### src/rtl/arb_mux_rr_2to1_pkg.sv
// Shared types and constants for the two-input round-robin arbiter/mux.
// The grant-lock FSM states are only used when ARB_GRANT_LOCK_EN is defined.
package arb_pkg;

    typedef enum logic [1:0] {
        IDLE  = 2'd0,
        LOCK0 = 2'd1,
        LOCK1 = 2'd2
    } arb_state_t;

    localparam logic SEL_IN0 = 1'b0;
    localparam logic SEL_IN1 = 1'b1;

endpackage

### src/rtl/arb_mux_rr_2to1_if.sv
// Valid/ready bundle for two requesters and one registered output.
// slave is the arbiter side, master is the requester/consumer side.
interface arb_mux_rr_2to1_if #(
    parameter int NBITS = 8
) ();

    logic             in0_val;
    logic             in0_rdy;
    logic [NBITS-1:0] in0_data;
    logic             in0_last;

    logic             in1_val;
    logic             in1_rdy;
    logic [NBITS-1:0] in1_data;
    logic             in1_last;

    logic             out_val;
    logic             out_rdy;
    logic [NBITS-1:0] out_data;
    logic             out_sel;
    logic             out_last;

    modport slave (
        input  in0_val, in0_data, in0_last,
        input  in1_val, in1_data, in1_last,
        input  out_rdy,
        output in0_rdy, in1_rdy,
        output out_val, out_data, out_sel, out_last
    );

    modport master (
        output in0_val, in0_data, in0_last,
        output in1_val, in1_data, in1_last,
        output out_rdy,
        input  in0_rdy, in1_rdy,
        input  out_val, out_data, out_sel, out_last
    );

endinterface

### src/rtl/arb_mux_rr_2to1_rr_arb_2.sv
// Combinational two-way round-robin grant; force_en pins the grant to force_id
// while a multi-beat message owns the mux.
module rr_arb_2
    import arb_pkg::*;
(
    input  logic [1:0] req,
    input  logic       last_gnt,
    input  logic       force_en,
    input  logic       force_id,
    output logic       gnt_val,
    output logic       gnt_id
);

    always_comb begin
        gnt_val = 1'b0;
        gnt_id  = SEL_IN0;
        if (force_en) begin
            gnt_val = req[force_id];
            gnt_id  = force_id;
        end else begin
            case (req)
                2'b01: begin
                    gnt_val = 1'b1;
                    gnt_id  = SEL_IN0;
                end
                2'b10: begin
                    gnt_val = 1'b1;
                    gnt_id  = SEL_IN1;
                end
                2'b11: begin
                    gnt_val = 1'b1;
                    gnt_id  = ~last_gnt;
                end
                default: ;
            endcase
        end
    end

endmodule

### src/rtl/arb_mux_rr_2to1.sv
// Round-robin 2:1 arbiter sharing one mux and one output register.
// Define ARB_GRANT_LOCK_EN to hold the grant until the winner's last beat.
module arb_mux_rr_2to1
    import arb_pkg::*;
#(
    parameter int NBITS = 8
) (
    input  logic              clk,
    input  logic              reset_n,
    arb_mux_rr_2to1_if.slave  bus
);

    logic             outVal_q, outVal_d;
    logic [NBITS-1:0] outData_q, outData_d;
    logic             outSel_q, outSel_d;
    logic             lastGnt_q, lastGnt_d;

    logic             accept;
    logic             gntVal;
    logic             gntId;
    logic             forceEn;
    logic             forceId;
    logic             xfer;
    logic [NBITS-1:0] winData;

    rr_arb_2 u_arb (
        .req      ({bus.in1_val, bus.in0_val}),
        .last_gnt (lastGnt_q),
        .force_en (forceEn),
        .force_id (forceId),
        .gnt_val  (gntVal),
        .gnt_id   (gntId)
    );

    // rdy is held low during reset so nothing looks accepted while state is cleared
    assign accept      = !outVal_q || bus.out_rdy;
    assign bus.in0_rdy = reset_n && accept && gntVal && (gntId == SEL_IN0) && bus.in0_val;
    assign bus.in1_rdy = reset_n && accept && gntVal && (gntId == SEL_IN1) && bus.in1_val;
    assign xfer        = bus.in0_rdy || bus.in1_rdy;
    assign winData     = (gntId == SEL_IN1) ? bus.in1_data : bus.in0_data;

    always_comb begin
        outVal_d  = outVal_q;
        outData_d = outData_q;
        outSel_d  = outSel_q;
        lastGnt_d = lastGnt_q;
        if (xfer) begin
            outVal_d  = 1'b1;
            outData_d = winData;
            outSel_d  = gntId;
            lastGnt_d = gntId;
        end else if (accept) begin
            outVal_d  = 1'b0;
        end
    end

    always_ff @(posedge clk or negedge reset_n) begin
        if (!reset_n) begin
            outVal_q  <= 1'b0;
            outData_q <= '0;
            outSel_q  <= SEL_IN0;
            lastGnt_q <= SEL_IN1;
        end else begin
            outVal_q  <= outVal_d;
            outData_q <= outData_d;
            outSel_q  <= outSel_d;
            lastGnt_q <= lastGnt_d;
        end
    end

    assign bus.out_val  = outVal_q;
    assign bus.out_data = outData_q;
    assign bus.out_sel  = outSel_q;

`ifdef ARB_GRANT_LOCK_EN
    arb_state_t state_q, state_d;
    logic       winLast;
    logic       outLast_q;

    assign winLast = (gntId == SEL_IN1) ? bus.in1_last : bus.in0_last;

    always_ff @(posedge clk or negedge reset_n) begin
        if (!reset_n) begin
            state_q   <= IDLE;
            outLast_q <= 1'b0;
        end else begin
            state_q <= state_d;
            if (xfer) begin
                outLast_q <= winLast;
            end
        end
    end

    always_comb begin
        state_d = state_q;
        case (state_q)
            IDLE: begin
                if (xfer && !winLast) begin
                    state_d = (gntId == SEL_IN1) ? LOCK1 : LOCK0;
                end
            end
            LOCK0, LOCK1: begin
                if (xfer && winLast) begin
                    state_d = IDLE;
                end
            end
            default: state_d = IDLE;
        endcase
    end

    assign forceEn      = (state_q != IDLE);
    assign forceId      = (state_q == LOCK1);
    assign bus.out_last = outLast_q;
`else
    logic unusedLast;

    assign unusedLast   = bus.in0_last ^ bus.in1_last;
    assign forceEn      = 1'b0;
    assign forceId      = SEL_IN0;
    assign bus.out_last = 1'b1;
`endif

endmodule

### src/flat_wrapper.sv
// flat-port wrapper written by rule: the top's interface ports become plain ports
module arb_mux_rr_2to1_flat import arb_pkg::*;
#(
    parameter int NBITS = 8
)
  (clk, reset_n, bus_in0_val, bus_in0_data, bus_in0_last, bus_in1_val, bus_in1_data, bus_in1_last, bus_out_rdy, bus_in0_rdy, bus_in1_rdy, bus_out_val, bus_out_data, bus_out_sel, bus_out_last);
  arb_mux_rr_2to1_if #(.NBITS(NBITS)) bus_i ();
  input  logic clk;
  input  logic reset_n;
  input wire logic [$bits(bus_i.in0_val)-1:0] bus_in0_val;
  input wire logic [$bits(bus_i.in0_data)-1:0] bus_in0_data;
  input wire logic [$bits(bus_i.in0_last)-1:0] bus_in0_last;
  input wire logic [$bits(bus_i.in1_val)-1:0] bus_in1_val;
  input wire logic [$bits(bus_i.in1_data)-1:0] bus_in1_data;
  input wire logic [$bits(bus_i.in1_last)-1:0] bus_in1_last;
  input wire logic [$bits(bus_i.out_rdy)-1:0] bus_out_rdy;
  output wire logic [$bits(bus_i.in0_rdy)-1:0] bus_in0_rdy;
  output wire logic [$bits(bus_i.in1_rdy)-1:0] bus_in1_rdy;
  output wire logic [$bits(bus_i.out_val)-1:0] bus_out_val;
  output wire logic [$bits(bus_i.out_data)-1:0] bus_out_data;
  output wire logic [$bits(bus_i.out_sel)-1:0] bus_out_sel;
  output wire logic [$bits(bus_i.out_last)-1:0] bus_out_last;
  assign bus_i.in0_val = bus_in0_val;
  assign bus_i.in0_data = bus_in0_data;
  assign bus_i.in0_last = bus_in0_last;
  assign bus_i.in1_val = bus_in1_val;
  assign bus_i.in1_data = bus_in1_data;
  assign bus_i.in1_last = bus_in1_last;
  assign bus_i.out_rdy = bus_out_rdy;
  assign bus_in0_rdy = bus_i.in0_rdy;
  assign bus_in1_rdy = bus_i.in1_rdy;
  assign bus_out_val = bus_i.out_val;
  assign bus_out_data = bus_i.out_data;
  assign bus_out_sel = bus_i.out_sel;
  assign bus_out_last = bus_i.out_last;
  arb_mux_rr_2to1 #(.NBITS(NBITS)) u_core (.clk(clk), .reset_n(reset_n), .bus(bus_i));
endmodule
### config.mk
export PLATFORM = sky130hd
export DESIGN_NAME = arb_mux_rr_2to1_flat
export DESIGN_NICKNAME = d
export VERILOG_FILES = /design/src/rtl/arb_mux_rr_2to1_pkg.sv /design/src/rtl/arb_mux_rr_2to1_if.sv /design/src/rtl/arb_mux_rr_2to1_rr_arb_2.sv /design/src/rtl/arb_mux_rr_2to1.sv /design/src/flat_wrapper.sv
export SDC_FILE = /design/constraint.sdc
export NUM_CORES = 1
export LEC_CHECK = 0
export CAP_MARGIN = 20
export CELL_PAD_IN_SITES_DETAIL_PLACEMENT = 1
export CELL_PAD_IN_SITES_GLOBAL_PLACEMENT = 2
export CORE_ASPECT_RATIO = 1.2
export CORE_MARGIN = 10
export CORE_UTILIZATION = 20
export DETAILED_ROUTE_END_ITERATION = 6
export HOLD_SLACK_MARGIN = 0.15
export PLACE_DENSITY_LB_ADDON = 0.25
export RECOVER_POWER = 100
export SLEW_MARGIN = 5
export SYNTH_ARGS = -nofsm -noshare
export SYNTH_HDL_FRONTEND = slang
export SYNTH_SLANG_ARGS = --single-unit
### constraint.sdc
create_clock -name clk -period 1.85 [get_ports clk]
set_clock_uncertainty 0.15 [all_clocks]
set_input_delay 0.185 -clock clk [delete_from_list [all_inputs] [get_ports clk]]
set_output_delay 0.185 -clock clk [all_outputs]
set_load 0.01 [all_outputs]
==> summary.md, run 1 <==
| Metric | Value |
|---|---|
| Crit-path slowest cell | dfstp_2 |
| Detailed Route WL | 2030 um |
| Seq/Total Area, Yosys | 47.0% |
| Via/cell ratio | 4.59 |
| Die Y | 79.4 um |
| Syn nets | 77 |
| Worst hold margin | 0.287 ns |
| Vias | 606 |
| Layout cells sized above 1 | 24.5% |
| Non-filler cells, final | 132 |
| Largest cells by area after synthesis | dfrtp_1 43%, o221a_2 15%, nand4_1 8.5% |
| Post-DP HPWL | 1660 um |
| Initial antenna violation count | 0 |
| Most frequent cells in the layout | 18 x clkdlybuf4s50_1, 12 x dlygate4sd3_1, 10 x dfrtp_1 |
| Ys flop type | dfrtp_1 |
| Die area | 5520 um2 |
| Cts bufs inserted | 3 |
| Number of synthesized flops with an enable pin | 0 |
| DP Worst Slack | -0.105 ns |
| Max clock buf depth | 2 |
| Async S/R FF share, synth | 100% |
| RSZ-0062 raised after global routing | false |
| Fin crit period | 1.77 ns |
| Final hold violation count | 0 |
| Yosys top cell by area | dfrtp_1 |
| Crit end category | output pin |
| Postcts setup bufs | 0 |
| Cells after DPL | 127 |
| NumNets Final | 122 |
| Effective utilization at floorplan | 20.9% |
| Die width | 69.5 um |
| Flops & latches, synth | 11 |
| Gr usage total | 7.40% |
| Reg clk slew, reported paths | 0.08 ns |
| Sequence of cells on the critical path | nand2b_1 -> and4_4 -> clkdlybuf4s15_1 |
| FP Rows | 21 |
| Worst Setup SP | u_core.lastGnt_q |
| Synth top area share | 42.6% |
| Area occupied by multi-input gates | 280 um2 |
| Fillcell total | 334 |
| Pin count of the biggest net entering global routing | 22 |
| Syn-to-layout area delta | 76.2% |
| Worst Hold Class | in -> async |
| Post-layout util | 36.8% |
| Leak | 0.409 nW |
| Mapped cell area | 588 um2 |
| Routed Antenna Nets | 0 |
| R2r startpoint | u_core.bus.out_val |
| Count of different cell masters after synthesis | 19 |
| Vias in the first global route | 732 |
| DR pass1 iterations | 2 |
| Placed Instance Area | 1010 um2 |
| Synth Instances | 54 |
| Peak Freq | 0.565 GHz |
| Starting DRC count in detailed routing | 14 |
| Core Region | 2810 um2 |
| First-pass GRT wire length | 3370 um |
| WP data required | 1.51 ns |
| DRC violations left | 0 |
| Port Buf Inserts | 32 |
| CP max FO | 4 |
| Period utilization | 95.7% |
| Commonest non-fill, non-tap cell in the layout | clkdlybuf4s50_1 |
| Critical path type | reg -> out |
| Final WS setup | 0.0799 ns |
| Clock Sinks | 11 |
| Mapped Avg Cell Area | 10.9 um2 |
| CP arrival | 1.44 ns |
| CTS H-Tree Depth | 1 |
| VDD IR max | 0.000220 V |
| Routed length per instance | 15.4 um |
| Grt ovf | 0 |
| GP Congestion | 0.804 |
| Slew Limit Fails | 0 |
| FF/Latch Area | 277 um2 |
| Critical Path Source Type | flop |
| Syn. warnings | 0 |
| MaxCap Viol Count | 0 |
| Design area | 1040 um2 |
| Outcome | finished, final reports clean |
| Cell Pwr Density | 751 nW/um2 |
| CTS tree | yes |
| Clk_lat worst skew | 0.27 ns |
| Number of diodes | 0 |
| Clock root cell | clkbuf_4 |
| Setup-failing EPs final | 0 |
| Worst path max stage delay | 0.56 ns |
| Ports | 36 |
-- kinds of logic after synthesis --
group	Yosys count	synth area share (%)
compound gates	13	21.5
buf+inv	6	5.32
flops	11	47.0
other cells	1	0.638
simple gates	23	25.5
-- registers in the layout (all words and copies together), names as in the netlist --
| register | flops |
|---|---|
| u_core.lastGnt_q | 1 |
| u_core.bus.out_val | 1 |
| u_core.bus.out_sel | 1 |
| u_core.bus.out_data | 8 |
-- synth_stat cells (2+ instances only) --
master   count
buf_2        4
o221a_2      8
nand2_1      2
nor2b_1      8
a31oi_1      2
nand4_1      8
dfrtp_1     10
-- per-stage QoR --
stage | power (mW) | setup TNS [ns]
finish | 0.778 | 0
global route | 0.828 | 0
CTS | 0.818 | 0
detailed placement | 0.641 | -0.157
global placement | 0.634 | -0.114
floorplan | 0.447 | 0
-- cell type report --
type	instances	area share, %
clock buffers	4	2.54
inverters	1	0.362
multi-input cells	37	27.1
flip-flops and latches	11	26.7
well taps	34	4.11
repair buffers	45	39.3
-- metal layers --
layer | vias to the layer above | track usage (%) | wire (um)
li1 | 297 | - | -
met5 | - | 0 | 0
met4 | 0 | 3.63 | 14
met3 | 2 | 1.99 | 82
met2 | 12 | 13.4 | 1110
met1 | 295 | 7.76 | 825
-- power breakdown --
part	total (mW)	switching [mW]	internal, mW
logic	0.283	0.113	0.170
clock network	0.174	0.0902	0.0835
registers	0.321	0.0273	0.294
total	0.778	0.231	0.547
-- critical path: cells and delay by family (launching register included) --
| kind | cells | cell delay [ns] |
|---|---|---|
| buffers and inverters | 1 | 0.24 |
| flip-flops | 1 | 0.56 |
| AND/OR/NAND/NOR | 2 | 0.37 |
-- worst paths after layout --
kind | slack, ns | cells past startpoint | to
max | 0.08 | 3 | bus_in0_rdy
min | 0.29 | 2 | u_core.bus.out_data[6]
max reg2reg | 0.36 | 5 | u_core.bus.out_data[3]
min reg2reg | 0.39 | 1 | u_core.bus.out_data[4]
max in group asynchronous | 0.65 | 3 | u_core.bus.out_sel
min in group clk | 0.31 | 3 | u_core.lastGnt_q
-- repair_timing --
action	4_1_cts	5_1_grt
hold buffers	1	0
endpoints found under the setup margin	2	1
gates resized for setup	3	1
hold endpoints to repair	2	0
Note: power is estimated with default switching activity, not from simulation.
==> run 2, diff against run 1 <==
--- a/config.mk
+++ b/config.mk
@@ -5,17 +5,18 @@
 export SDC_FILE = /design/constraint.sdc
 export NUM_CORES = 1
 export LEC_CHECK = 0
+export ABC_AREA = 1
 export CAP_MARGIN = 20
 export CELL_PAD_IN_SITES_DETAIL_PLACEMENT = 1
 export CELL_PAD_IN_SITES_GLOBAL_PLACEMENT = 2
 export CORE_ASPECT_RATIO = 1.2
 export CORE_MARGIN = 10
-export CORE_UTILIZATION = 20
+export CORE_UTILIZATION = 19
 export DETAILED_ROUTE_END_ITERATION = 6
 export HOLD_SLACK_MARGIN = 0.15
 export PLACE_DENSITY_LB_ADDON = 0.25
 export RECOVER_POWER = 100
-export SLEW_MARGIN = 5
+export SLEW_MARGIN = 30
 export SYNTH_ARGS = -nofsm -noshare
 export SYNTH_HDL_FRONTEND = slang
 export SYNTH_SLANG_ARGS = --single-unit
==> run 2 against run 1 <==
  * Via count increased by 7.3%
  * Clock power shrank 6%
  * Count of clock-buffer cells in the layout unchanged
  * Final area increased by 0.24%
  * Synthesized cell count rose by 50%
  * Routed wire length up 4.7%
==> summary.md, run 2 <==
| Metric | Value |
|---|---|
| Routed Antenna Nets | 0 |
| Via/cell ratio | 4.11 |
| NetSw | 0.242 mW |
| FP Rows | 22 |
| Placed Instance Area | 1030 um2 |
| CTS tree | yes |
| Die Y | 83.4 um |
| CP arrival | 1.38 ns |
| Leak | 0.532 nW |
| DR pass1 iterations | 3 |
| Critical Path Source Type | flop |
| Effective utilization at floorplan | 20.3% |
| Number of diodes | 0 |
| Routed length per instance | 13.4 um |
| Worst path max stage delay | 0.57 ns |
| DP Worst Slack | -0.109 ns |
| Vias in the first global route | 751 |
| Grt ovf | 0 |
| Max clock buf depth | 2 |
| Pin count of the biggest net entering global routing | 12 |
| CTS Hold Buffers Added | 0 |
| Slew Limit Fails | 0 |
| Reg clk slew, reported paths | 0.07 ns |
| Vias | 650 |
| NumNets Final | 146 |
| GP Congestion | 0.683 |
| Period utilization | 92.9% |
| Clock Sinks | 11 |
| Slew @ Worst Pin | 0.707 ns |
| Mapped cell area | 636 um2 |
| Combinational Power Share | 36.6% |
| Largest register FFs | 8 |
| Post-layout util | 33.1% |
| Initial antenna violation count | 0 |
| Gr usage total | 7.37% |
| Syn nets | 104 |
| Synth Instances | 81 |
| Clock power share | 21.5% |
| CTS H-Tree Depth | 1 |
| Async S/R FF share, synth | 100% |
| P_int | 0.516 mW |
| Syn. warnings | 0 |
| Met3 Use GR | 1.43% |
| Detailed Route WL | 2120 um |
| Crit end category | output pin |
| Fillcell total | 405 |
| Met2 usage | 12.5% |
| WP data required | 1.51 ns |
| Die width | 72.8 um |
| Design area | 1040 um2 |
| VDD IR max | 0.000269 V |
| Crit path top cell by count | nand2_4 |
| Sequence of cells on the critical path | nand2_4 -> nand2_4 -> inv_1 -> nor2_2 -> dlygate4sd2_1 |
| Reg power frac | 41.9% |
| Slew headroom | 52.8% |
| Most frequent cells in the layout | 38 x nand2_1, 18 x clkdlybuf4s50_1, 11 x dlygate4sd3_1 |
| MaxCap Viol Count | 0 |
| Synth top area share | 39.4% |
| Final hold violation count | 0 |
| Layout cells sized above 1 | 20.5% |
| Setup-failing EPs final | 0 |
| Syn-to-layout area delta | 63.4% |
| Worst Hold Class | in -> async |
| Crit-path slowest cell | dfstp_2 |
| Ys flop type | dfrtp_1 |
| Tot Pwr | 0.758 mW |
| Switching Share | 31.9% |
| M1 GR Usage | 7.74% |
| Commonest non-fill, non-tap cell in the layout | nand2_1 |
| Mapped Avg Cell Area | 7.85 um2 |
| First-pass GRT wire length | 3510 um |
| Core Region | 3140 um2 |
| Die area | 6070 um2 |
| Post-DP HPWL | 1760 um |
| Setup TNS | 0 ns |
| Ports | 36 |
| Starting DRC count in detailed routing | 19 |
| CP max FO | 4 |
| Flops & latches, synth | 11 |
| Fin crit period | 1.72 ns |
| DRC violations left | 0 |
| Final WS setup | 0.132 ns |
| Number of synthesized flops with an enable pin | 0 |
| Cell Pwr Density | 730 nW/um2 |
| Outcome | finished, final reports clean |
| Busiest grt layer | met2 |
| Port Buf Inserts | 32 |
| Peak Freq | 0.582 GHz |
| Count of different cell masters after synthesis | 16 |
| Clk_lat worst skew | 0.26 ns |
| R2R cell count | 5 |
| Most frequent cell after synthesis | nand2_1 |
| Clock root cell | clkbuf_4 |
| Seq/Total Area, Yosys | 43.5% |
| Critical path type | reg -> out |
| Yosys top cell by area | dfrtp_1 |
| Cts bufs inserted | 3 |
| RSZ-0062 raised after global routing | false |
| Largest cells by area after synthesis | dfrtp_1 39%, nand2_1 22%, nand2_2 8.9% |
| Commonest cells post-synth | 38 x nand2_1, 10 x dfrtp_1, 9 x nand2_2, 8 x nand3_1 |
run 2: cell type report:
| cell class | count | area, um2 | area share [%] |
|---|---|---|---|
| Inverter | 4 | 15.0 | 1.45 |
| Multi-Input combinational cell | 63 | 310 | 29.9 |
| Sequential cell | 11 | 277 | 26.6 |
| Tap cell | 36 | 45.0 | 4.34 |
| Timing Repair Buffer | 40 | 365 | 35.2 |
| Clock buffer | 4 | 26.3 | 2.53 |
run 2: through the flow:
| step | std cells | hold WS (ns) |
|---|---|---|
| after floorplan | 81 | -0.261 |
| after global placement | 154 | 0.313 |
| after detailed placement | 154 | 0.316 |
| after CTS | 158 | 0.209 |
| after global routing | 158 | 0.363 |
| final | 158 | 0.316 |
run 2: cells by family (layout without fill, tap and decap cells):
family / after synthesis / count (layout) / synth area share, %
buffers and inverters: 7 / 48 / 7.68
flip-flops: 11 / 11 / 43.5
other: 1 / 1 / 0.590
AND/OR/NAND/NOR: 62 / 62 / 48.2
run 2: repair_timing:
action / in CTS / in global routing
endpoints found under the hold margin: 0 / 0
endpoints found under the setup margin: 2 / 0
resized for setup: 3 / 0
buffers inserted: 0 / 0
run 2: metal layers:
layer	up-vias	routed length, um
met1	300	833
met5	-	0
met3	4	133
met2	19	1100
li1	327	-
met4	0	57
run 2: power by group through the flow:
stage	Combinational, mW	Sequential, mW	Clock, mW
3_3_place_gp	0.302	0.324	0
4_1_cts	0.306	0.321	0.175
6_report	0.277	0.317	0.163
2_1_floorplan	0.111	0.341	0
3_5_place_dp	0.307	0.326	0
5_1_grt	0.308	0.325	0.187
run 2: final timing paths:
path,from,endpoint,slack [ns]
max in group asynchronous,reset_n,u_core.bus.out_val,0.92
min in group clk,u_core.bus.out_data[5],u_core.bus.out_data[5],0.33
max reg2reg,u_core.bus.out_val,u_core.bus.out_data[6],0.35
max,u_core.lastGnt_q,bus_in0_rdy,0.13
min,reset_n,u_core.bus.out_sel,0.32
min reg2reg,u_core.bus.out_data[5],u_core.bus.out_data[5],0.33
run 2: worst max-delay path: cells and delay by family, from the launching register on:
family,cells,cell delay [ns]
flops,1,0.57
buf+inv,2,0.32
simple gates,3,0.23
==> run 3, diff against run 2 <==
--- a/config.mk
+++ b/config.mk
@@ -10,7 +10,6 @@
 export CELL_PAD_IN_SITES_DETAIL_PLACEMENT = 1
 export CELL_PAD_IN_SITES_GLOBAL_PLACEMENT = 2
 export CORE_ASPECT_RATIO = 1.2
-export CORE_MARGIN = 10
 export CORE_UTILIZATION = 19
 export DETAILED_ROUTE_END_ITERATION = 6
 export HOLD_SLACK_MARGIN = 0.15
==> run 3 against run 2 <==
  * First-iteration DRC count shrank 89%
  * Register-to-register slack worse by 0.06 ns
  * Largest power group unchanged
  * Sequential share of layout area shrank 0.13 points
  * Largest cell class unchanged
  * Critical path depth is the same
  * Sequential power barely moved
  * Combinational power is 1% lower
==> summary.md, run 3 (same netlist as run 2, synthesis figures left out) <==
| Metric | Value |
|---|---|
| Die width | 54.8 um |
| Final hold violation count | 0 |
| Die area | 3580 um2 |
| Cell Pwr Density | 726 nW/um2 |
| Layout cells sized above 1 | 19.5% |
| Largest register FFs | 8 |
| VDD IR max | 0.000236 V |
| Cells after DPL | 154 |
| Clk_lat worst skew | 0.26 ns |
| FP Rows | 22 |
| GP Congestion | 0.769 |
| MaxCap Viol Count | 0 |
| CP arrival | 1.37 ns |
| Via/cell ratio | 4.15 |
| Max clock buf depth | 2 |
| Worst flop-to-flop path endpoint | u_core.bus.out_data[6] |
| Hold path startpoint | u_core.bus.out_data[5] |
| Final WS setup | 0.146 ns |
| Pin count of the biggest net entering global routing | 12 |
| R2r startpoint | u_core.bus.out_val |
| Vias | 660 |
| Slew Limit Fails | 0 |
| Outcome | finished, final reports clean |
| Postcts setup bufs | 0 |
| Worst hold margin | 0.333 ns |
| First-pass GRT wire length | 3130 um |
| Setup-failing EPs final | 0 |
| Most frequent cells in the layout | 39 x nand2_1, 17 x clkdlybuf4s50_1, 11 x dlygate4sd3_1 |
| Fin crit period | 1.70 ns |
| Syn-to-layout area delta | 64.2% |
| Detailed Route WL | 1850 um |
| Vias in the first global route | 714 |
| Critical Path Source Type | flop |
| Port Buf Inserts | 32 |
| Worst Setup SP | u_core.lastGnt_q |
| Critical path type | reg -> out |
| CP max FO | 4 |
| CTS H-Tree Depth | 1 |
| R2R cell count | 5 |
| Die Y | 65.4 um |
| Worst Hold Class | reg -> reg |
| Area occupied by multi-input gates | 308 um2 |
| Slew headroom | 52.6% |
| Period utilization | 92.1% |
| Peak Freq | 0.587 GHz |
| Post-DP HPWL | 1520 um |
| Ports | 36 |
| Initial antenna violation count | 0 |
| DP Worst Slack | -0.0988 ns |
| Commonest non-fill, non-tap cell in the layout | nand2_1 |
| CTS tree | yes |
| Worst Hold Path EP | u_core.bus.out_data[5] |
| DR pass1 iterations | 3 |
| Routed length per instance | 11.6 um |
| Grt ovf | 0 |
| Cts bufs inserted | 3 |
| Hold depth | 2 |
| Placed Instance Area | 1030 um2 |
| Starting DRC count in detailed routing | 2 |
| Tot Pwr | 0.757 mW |
| Clock Sinks | 11 |
| Design area | 1040 um2 |
| Non-filler cells, final | 159 |
| Effective utilization at floorplan | 20.4% |
| Crit end category | output pin |
| FF/Latch Area | 277 um2 |
| Routed Antenna Nets | 0 |
| WP data required | 1.51 ns |
| Clock root cell | clkbuf_4 |
| Reg clk slew, reported paths | 0.07 ns |
| Slew @ Worst Pin | 0.711 ns |
| Gr usage total | 12.4% |
| Fillcell total | 397 |
| Number of diodes | 0 |
| DRC violations left | 0 |
| Leak | 0.535 nW |
| Reg2Reg Setup Slack | 0.29 ns |
| Core Region | 3110 um2 |
| NumNets Final | 147 |
| RSZ-0062 raised after global routing | false |
## run 3: cell count changes in the layout (fill, tap and decap cells not counted), sizes merged
cell / before / now
dlygate4sd2: 3 / 5
clkdlybuf4s50: 18 / 17
clkinv: 0 / 1
inv: 4 / 3
## run 3: how the worst max path moves through the flow
stage	slack, ns	to	depth (start not counted)
2_1_floorplan	0.60	bus_in0_rdy	4
3_3_place_gp	-0.08	bus_in0_rdy	6
3_5_place_dp	-0.1	bus_in0_rdy	6
4_1_cts	0.11	bus_in0_rdy	5
5_1_grt	0.04	bus_in1_rdy	6
6_report	0.15	bus_in0_rdy	5
## run 3: critical path, stage by stage (launching register included)
cell	delay (ns)
dfstp_2	0.57
nand2_4	0.06
nand2_4	0.07
inv_1	0.05
nor2_2	0.08
dlygate4sd2_1	0.27
## run 3: repair_timing
action,in CTS,in global routing
endpoints found under the hold margin,11,0
hold buffers,1,0
gates resized for setup,5,0
setup endpoints to repair,2,0
## run 3: through the flow
| stage | util, % | setup TNS [ns] |
|---|---|---|
| 6_report | 33.5 | 0 |
| 5_1_grt | 33.5 | 0 |
| 4_1_cts | 34.0 | 0 |
| 3_5_place_dp | 33.0 | -0.187 |
| 3_3_place_gp | 33.0 | -0.153 |
| 2_1_floorplan | - | 0 |
## run 3: routing by layer
metal	GRT usage (%)	routed length (um)
met1	13.6	718
met2	21.7	1050
met3	2.08	53
met4	6.73	29
met5	0	0
## run 3: power by group
part / switching, mW / internal, mW
logic: 0.128 / 0.145
registers: 0.0286 / 0.287
clock network: 0.0849 / 0.0833
total: 0.241 / 0.516
## run 3: final cells by class
type / instances / share of cell area, %
Clock buffer: 4 / 2.52
Timing Repair Buffer: 41 / 35.7
Inverter: 4 / 1.44
Tap cell: 36 / 4.32
Sequential cell: 11 / 26.5
Multi-Input combinational cell: 63 / 29.5
